`config.mk`:
```
export PLATFORM = sky130hd
export DESIGN_NAME = bcd_scan_counter
export DESIGN_NICKNAME = d
export VERILOG_FILES = /design/src/rtl/sevenseg_pkg.sv /design/src/rtl/strobe_div.sv /design/src/rtl/bcd_scan_counter.sv
export SDC_FILE = /design/constraint.sdc
export NUM_CORES = 1
export LEC_CHECK = 0
export ABC_CLOCK_PERIOD_IN_PS = 2830
export CORE_AREA = 2 2 111 113
export CTS_CLUSTER_SIZE = 28
export DETAILED_ROUTE_END_ITERATION = 12
export DIE_AREA = 0 0 113 115
export GPL_TIMING_DRIVEN = 0
export PLACE_DENSITY = 0.45
export SLEW_MARGIN = 20
export SYNTH_ARGS = -nofsm -noshare
export SYNTH_HDL_FRONTEND = slang
export SYNTH_SLANG_ARGS = --single-unit
```
`constraint.sdc`:
```
create_clock -name clk -period 2.83 [get_ports clk]
set_input_delay 0.566 -clock clk [delete_from_list [all_inputs] [get_ports clk]]
set_output_delay 0.566 -clock clk [all_outputs]
set_load 0.005 [all_outputs]
```
`src/rtl/sevenseg_pkg.sv`:
```
// Shared constants and BCD helpers for the counter/scanner feeding the seven-segment decoder.
package sevenseg_pkg;

  localparam logic [3:0] DIGIT_BLANK = 4'hF;
  localparam int UNITS = 0;
  localparam int TENS  = 1;

  // {tens, units} + 1, wrapping 99 -> 00
  function automatic logic [7:0] bcd_inc(input logic [7:0] v);
    logic [3:0] u;
    logic [3:0] t;
    u = v[3:0];
    t = v[7:4];
    if (u >= 4'd9) begin
      u = 4'd0;
      t = (t >= 4'd9) ? 4'd0 : t + 4'd1;
    end else begin
      u = u + 4'd1;
    end
    return {t, u};
  endfunction

  // {tens, units} - 1, wrapping 00 -> 99
  function automatic logic [7:0] bcd_dec(input logic [7:0] v);
    logic [3:0] u;
    logic [3:0] t;
    u = v[3:0];
    t = v[7:4];
    if (u == 4'd0) begin
      u = 4'd9;
      t = (t == 4'd0) ? 4'd9 : t - 4'd1;
    end else begin
      u = u - 4'd1;
    end
    return {t, u};
  endfunction

  function automatic logic [7:0] bcd_clamp(input logic [7:0] v);
    logic [3:0] u;
    logic [3:0] t;
    u = (v[3:0] > 4'd9) ? 4'd9 : v[3:0];
    t = (v[7:4] > 4'd9) ? 4'd9 : v[7:4];
    return {t, u};
  endfunction

endpackage

```
`src/rtl/strobe_div.sv`:
```
// Free-running modulo-DIV counter; stb_o flags the enabled terminal-count cycle.
module strobe_div #(
  parameter int DIV = 4
) (
  input  logic clk,
  input  logic rst_n,
  input  logic en,
  input  logic sync_clr,
  output logic stb_o
);

  localparam int CW = (DIV > 1) ? $clog2(DIV) : 1;
  localparam logic [CW-1:0] LAST = CW'(DIV - 1);

  logic [CW-1:0] cnt_q;
  logic [CW-1:0] cnt_d;

  // Combinational so the owner can register its own reaction on this same edge
  assign stb_o = en && (cnt_q == LAST);

  always_comb begin
    cnt_d = cnt_q;
    if (sync_clr) begin
      cnt_d = '0;
    end else if (en) begin
      cnt_d = (cnt_q == LAST) ? '0 : cnt_q + 1'b1;
    end
  end

  always_ff @(posedge clk or negedge rst_n) begin
    if (!rst_n) begin
      cnt_q <= '0;
    end else begin
      cnt_q <= cnt_d;
    end
  end

endmodule

```
`src/rtl/bcd_scan_counter.sv`:
```
// Two-digit BCD up/down counter with prescaler and a two-slot digit scanner.
module bcd_scan_counter
  import sevenseg_pkg::*;
#(
  parameter int TICK_DIV = 12000000,
  parameter int SCAN_DIV = 12000,
  parameter int LZ_BLANK = 1
) (
  input  logic       clk,
  input  logic       rst_n,
  input  logic       en,
  input  logic       up,
  input  logic       clear,
  input  logic       load,
  input  logic [7:0] load_val,
  output logic [7:0] bcd_o,
  output logic       tick_o,
  output logic       wrap_o,
  output logic [3:0] digit_o,
  output logic [1:0] dig_sel_n
);

  logic       step_stb;
  logic       scan_stb;
  logic [7:0] bcd_q, bcd_d;
  logic       tick_q, tick_d;
  logic       wrap_q, wrap_d;
  logic       sel_q, sel_d;
  logic [3:0] digit_q, digit_d;
  logic [1:0] dig_sel_n_q, dig_sel_n_d;

  strobe_div #(.DIV(TICK_DIV)) u_prescaler (
    .clk      (clk),
    .rst_n    (rst_n),
    .en       (en),
    .sync_clr (clear | load),
    .stb_o    (step_stb)
  );

  strobe_div #(.DIV(SCAN_DIV)) u_scanner (
    .clk      (clk),
    .rst_n    (rst_n),
    .en       (1'b1),
    .sync_clr (1'b0),
    .stb_o    (scan_stb)
  );

  // clear beats load beats step; both override a coincident step entirely
  always_comb begin
    bcd_d  = bcd_q;
    tick_d = 1'b0;
    wrap_d = 1'b0;
    if (clear) begin
      bcd_d = 8'h00;
    end else if (load) begin
      bcd_d = bcd_clamp(load_val);
    end else if (step_stb) begin
      tick_d = 1'b1;
      if (up) begin
        bcd_d  = bcd_inc(bcd_q);
        wrap_d = (bcd_q == 8'h99);
      end else begin
        bcd_d  = bcd_dec(bcd_q);
        wrap_d = (bcd_q == 8'h00);
      end
    end
  end

  // Mux uses the next select so digit and select change on the same edge
  always_comb begin
    sel_d       = sel_q ^ scan_stb;
    dig_sel_n_d = 2'b11;
    digit_d     = bcd_q[3:0];
    if (!sel_d) begin
      dig_sel_n_d[UNITS] = 1'b0;
    end else begin
      dig_sel_n_d[TENS] = 1'b0;
      if ((LZ_BLANK != 0) && (bcd_q[7:4] == 4'd0)) begin
        digit_d = DIGIT_BLANK;
      end else begin
        digit_d = bcd_q[7:4];
      end
    end
  end

  always_ff @(posedge clk or negedge rst_n) begin
    if (!rst_n) begin
      bcd_q       <= 8'h00;
      tick_q      <= 1'b0;
      wrap_q      <= 1'b0;
      sel_q       <= 1'b0;
      digit_q     <= 4'h0;
      dig_sel_n_q <= 2'b10;
    end else begin
      bcd_q       <= bcd_d;
      tick_q      <= tick_d;
      wrap_q      <= wrap_d;
      sel_q       <= sel_d;
      digit_q     <= digit_d;
      dig_sel_n_q <= dig_sel_n_d;
    end
  end

  assign bcd_o     = bcd_q;
  assign tick_o    = tick_q;
  assign wrap_o    = wrap_q;
  assign digit_o   = digit_q;
  assign dig_sel_n = dig_sel_n_q;

endmodule

```
[Word-level counts from Yosys, hierarchy flattened]
Cells that the tools add are included.
Word-level totals
  word-level logic and storage cells: 60
  bits in registers: 55
Cells by class
  reductions and logical operators: 8
  eq/ne operators: 4
  order comparisons: 4
  multiplexer cells: 27
  bitwise gates (word level): 2
  add/sub/neg operators: 6
Operators with widths (number)
  two-way mux 24 bit: 3
  two-way mux 4 bit: 10
  two-way mux 8 bit: 4
  adder 24 x 1 -> 24 bit (second input constant): 1
  == test 24 bit (second input constant): 1
  adder 14 x 1 -> 14 bit (second input constant): 1
  == test 14 bit (second input constant): 1
  two-way mux 14 bit: 1
  two-way mux 1 bit: 9
  adder 4 x 1 -> 4 bit (second input constant): 2
  == test 8 bit (second input constant): 1
  >= comparator 4 bit (second input constant): 2
  > comparator 4 bit (second input constant): 2
  zero test 4 bit: 2
  zero test 8 bit: 1
  subtractor 4 x 1 -> 4 bit (second input constant): 2
  inequality test 4 x 1 -> 1 bit (second input constant): 1
  nonzero test 4 bit: 1
  AND reduction 3 bit: 1
  nonzero test 3 bit: 1
  nonzero test 2 bit: 1
  logical AND 1 bit: 1
  bitwise OR 1 bit: 1
  XOR 1 bit: 1

[Logic depth before layout (Yosys ltp)]
  depth after elaboration: 7
  mapped depth: 7

[Modules after synthesis]
A second synthesis with hierarchy kept.
Unflattened totals
  cell total of the unflattened synthesis: 392
  area, all modules: 3487.1 µm²
Modules (own cells, without submodules)
  strobe_div at u_prescaler: sequential area each 600.6 µm², area each 1525.2 µm², cells an instance 177, instances 1
  bcd_scan_counter: sequential area each 401.6 µm², area each 1189.9 µm², cells an instance 136, instances 1
  strobe_div at u_scanner: sequential area each 350.3 µm², area each 772.0 µm², cells an instance 79, instances 1

[Worst setup path before layout]
No wires, ideal clock.
  path kind: register to register
  from: register u_prescaler.cnt_q[14]
  to: register bcd_q[5], in the netlist bcd_o[5]
  stages on the path, launching flop included: 7
  clock period less this slack: 2.179 ns
  arrival: 2.099 ns
  setup slack: 0.651 ns
  data required time: 2.750 ns
  path through: dfrtp_1 > or4_4 > nor4_4 > a31oi_1 > buf_6 > or4_4 > o211ai_2
On the way
  word-level cells in the longest chain between the ends: 4
Ends and longest elaborated chain
  start, declared: line strobe_div.sv:15  | logic [CW-1:0] cnt_q;
  start signal, assigned: line strobe_div.sv:34  | cnt_q <= cnt_d;
  == test 24 bit: line strobe_div.sv:19  | assign stb_o = en && (cnt_q == LAST);
  logical AND 1 bit: line strobe_div.sv:19
  nonzero test 3 bit (no source line)
  AND reduction 3 bit (no source line)
  end signal, assigned: line bcd_scan_counter.sv:88  | bcd_q <= 8'h00;
  end signal, assigned: line bcd_scan_counter.sv:95  | bcd_q <= bcd_d;
  end, declared: line bcd_scan_counter.sv:25  | logic [7:0] bcd_q, bcd_d;
Every way passes these cells.
A chain may end at the register's enable or synchronous reset.

[Final worst setup path]
  from: register bcd_q[4], in the netlist bcd_o[4]
  to: register bcd_q[4], in the netlist bcd_o[4]
On the way
  word-level cells in the longest chain between the ends: 7
Ends and longest elaborated chain
  subtractor 4 x 1 -> 4 bit (tied with other cells): line sevenseg_pkg.sv:31  | t = (t == 4'd0) ? 4'd9 : t - 4'd1;
  two-way mux 4 bit (on tied branches): line sevenseg_pkg.sv:31, sevenseg_pkg.sv:16
  two-way mux 4 bit (on tied branches): line sevenseg_pkg.sv:29, sevenseg_pkg.sv:14
  two-way mux 8 bit (*): line bcd_scan_counter.sv:59  | if (up) begin
  two-way mux 8 bit (*): line bcd_scan_counter.sv:57  | end else if (step_stb) begin
  two-way mux 8 bit (*): line bcd_scan_counter.sv:55  | end else if (load) begin
  two-way mux 8 bit (*): line bcd_scan_counter.sv:53  | if (clear) begin
Every way passes the cells marked *; elsewhere a longest branch is shown, timed or not. The select of a mux whose other input is x is not followed.

==> key figures <==
Status
  • Status: complete, but fails checks
  • Violated checks: DRC

Clocking
  • Clk slew on worst S/H paths: 80 ps
  • Post-CTS Repair Setup Buffers: 0
  • CTS Buf Count: 5
  • Post_cts resized: 0
  • Clock Path Buffers: 2
  • CTS HTree Levels: 2
  • CTS Root Cell: clkbuf_16
  • CTS Hold Bufs: 0
  • TritonCTS clock tree: yes
  • Clk_lat worst skew: 300 ps
  • CTS sink count: 54

Route
  • Vias: 2746
  • Routed wire length: 8170 um
  • Detailed Route Iter0 Violations: 232
  • Final routed DRC violation total: 3
  • Via density: 5.10
  • Post-DRT Antenna Nets: 0
  • Routed len/inst: 15.2 um
  • DRT Pass-1 Iters: 8

Finish
  • Final net count: 413
  • Cell Count, Final, Fillers Out: 538
  • N_diodes: 0
  • Leading cell type in the layout, fill and taps excluded: dfrtp_1
  • Most frequent cells in the layout: dfrtp_1, nor2_1, nand2_1, clkdlybuf4s50_1, o21ai_0
  • Area Growth Syn to Fin: 19.6%
  • Fraction of layout cells with a size suffix above 1: 8.95%

Critical path
  • Critical path class: flip-flop to flip-flop
  • R2R cell count: 7
  • Critical path startpoint category: flip-flop
  • Data required, critical path: 3050 ps
  • CP Max Fanout: 9
  • Worst r2r src: bcd_o[4]
  • Crit path arrival time: 2790 ps
  • Flop2flop setup slack: 260 ps
  • Worst Setup End Kind: flip-flop
  • R2R Path End: bcd_o[4]

Placed design
  • Post-detail-place hpwl: 5850 um
  • IO Port Bufs: 27
  • RD Place Congestion: 0.801
  • Placed Cells incl. Taps: 530
  • Worst slack, placed: 160 ps

Logic synthesis
  • Syn Area/Cell: 9.10 um2
  • Cells after Synth: 355
  • Main synth FF type: dfrtp_1
  • Syn nets: 378
  • Mapped Area: 3230 um2
  • Share of flip-flops with an asynchronous set or reset: 100%
  • EDFF count, synth: 0
  • Synth cell types: 54
  • YS warnings: 0
  • Register bit total from synthesis: 54
  • Seq/Total Area, Yosys: 41.9%

GRT
  • Met1 Resource Use GR: 18.9%
  • GR Util All Layers: 13.2%
  • Top Usage Layer GRT: met2
  • Global Route met2 Usage: 20.5%
  • First-pass GRT wire length: 13700 um
  • GR Overflow Total: 0
  • Initial antenna violation count: 0
  • Number of global-route vias before repair: 2653
  • Largest net degree at the start of global routing: 37
  • Met3 GRT Util: 2.27%

Timing
  • Achievable Freq: 390 MHz
  • Worst hold slack: 131 ps
  • Fin crit share: 90.7%
  • Final setup margin: 264 ps
  • Slew HR: 42.0%
  • Crit path time final: 2570 ps
  • RSZ-0062 raised after global routing: false
  • Slew @ Worst Pin: 868 ps
  • # setup viols final: 0
  • Final Hold Vio Count: 0
  • Slew Limit Fails: 0
  • Worst Skew: 7.96 ps

Power
  • Tot Pwr: 1790 uW
  • Power per standard cell area: 463 nW/um2
  • Pleak: 0.00152 uW
  • Worst VDD drop: 0.218 mV

Floorplanning
  • Die H: 115 um
  • Initial Util: 27.4%
  • Io pins: 30
  • Die extent in x: 113 um
  • Cell Rows: 40
  • Core Footprint: 11800 um2
  • DIE AREA: 13000 um2

Run
  • Max-cap violations: 0

Min path
  • Min-Delay Path Class: input pin to async pin
cell usage after synthesis, types with 2 or more instances:
cell	n	share of area (%)
dfrtp_1	53	41
nor2_1	39	4.5
nand2_1	26	3.0
o21ai_0	17	2.6
nand3_1	16	2.5
inv_1	15	1.7
nand4_1	15	2.9
a21oi_1	13	2.0
nor3_1	13	2.0
xnor2_1	13	3.5
xor2_1	13	3.5
clkbuf_1	12	1.4
ha_1	9	3.5
nor4_1	9	1.7
a31oi_1	6	1.2
a22oi_1	5	1.2
nand2b_1	5	0.97
nand3b_1	5	1.2
o31ai_1	5	1.2
or2_2	5	0.97
buf_6	4	1.4
nor2b_1	4	0.77
a22o_1	3	0.81
a2bb2oi_1	3	0.81
buf_4	3	0.70
o22ai_1	3	0.58
or3_1	3	0.58
a211oi_1	2	0.46
a21o_1	2	0.46
a221oi_1	2	0.54
a311oi_1	2	0.54
a31o_2	2	0.54
mux2i_1	2	0.62
nor3b_1	2	0.46
nor4_4	2	1.3
o21bai_1	2	0.46
or4_1	2	0.46
or4_4	2	0.70
worst max-delay path: stages, from the launching register on:
cell and delay, ps:
dfrtp_1 520, inv_1 190, ha_1 240, nor3b_1 730
a21o_1 220, a22oi_1 50, or4_1 420, o211ai_1 110
worst max-delay path by stage:
stage	depth (start not counted)	start	slack, ps	endpoint
6_report	7	bcd_o[4]	260	bcd_o[4]
5_1_grt	7	u_prescaler.cnt_q[0]	30	u_prescaler.cnt_q[0]
4_1_cts	7	u_prescaler.cnt_q[0]	180	bcd_o[5]
3_5_place_dp	7	clear	160	u_prescaler.cnt_q[12]
3_3_place_gp	1	rst_n	-640	u_prescaler.cnt_q[4]
2_1_floorplan	6	u_prescaler.cnt_q[14]	650	bcd_o[5]
routing by layer:
layer / wire (um) / vias to the layer above
li1: - / 1352
met1: 3990 / 1331
met2: 3720 / 56
met3: 352 / 7
met4: 108 / 0
met5: 0 / -
metrics by stage:
| step | instance area [um2] | TNS, ps | util, % |
|---|---|---|---|
| global route | 3860 | 0 | 32.7 |
| floorplan | 3230 | 0 | - |
| global placement | 3690 | -33870 | 31.2 |
| CTS | 3860 | 0 | 32.7 |
| detailed placement | 3710 | 0 | 31.4 |
| finish | 3860 | 0 | 32.7 |
kinds of logic after synthesis:
kind of cell | after synthesis | share of synthesized area [%]
buf+inv | 35 | 5.65
fa+ha+maj | 9 | 3.48
simple gates | 152 | 25.2
mux | 2 | 0.619
xor+xnor | 26 | 7.05
flops | 54 | 41.9
compound gates | 77 | 16.2
layout make-up:
cell class,count,area [um2]
fillers,1257,7950
multi-input cells,266,1700
flip-flops and latches,54,1350
repair buffers,28,288
well taps,147,184
plain buffers,20,126
clock buffers,5,125
inverters,15,56.3
clock inverters,3,28.8
state kept, by name (all words and copies together), names as in the netlist:
register and count:
u_prescaler.cnt_q 24, dig_sel_n 2, bcd_o 8, tick_o 1
digit_o 4, u_scanner.cnt_q 14, wrap_o 1
where the power goes:
group          internal (uW)  total [uW]  switching (uW)
clock                    338         654             315
sequential               791         816            25.6
combinational            142         317             175
total                   1270        1790             516
Note: power is estimated with default switching activity, not from simulation.
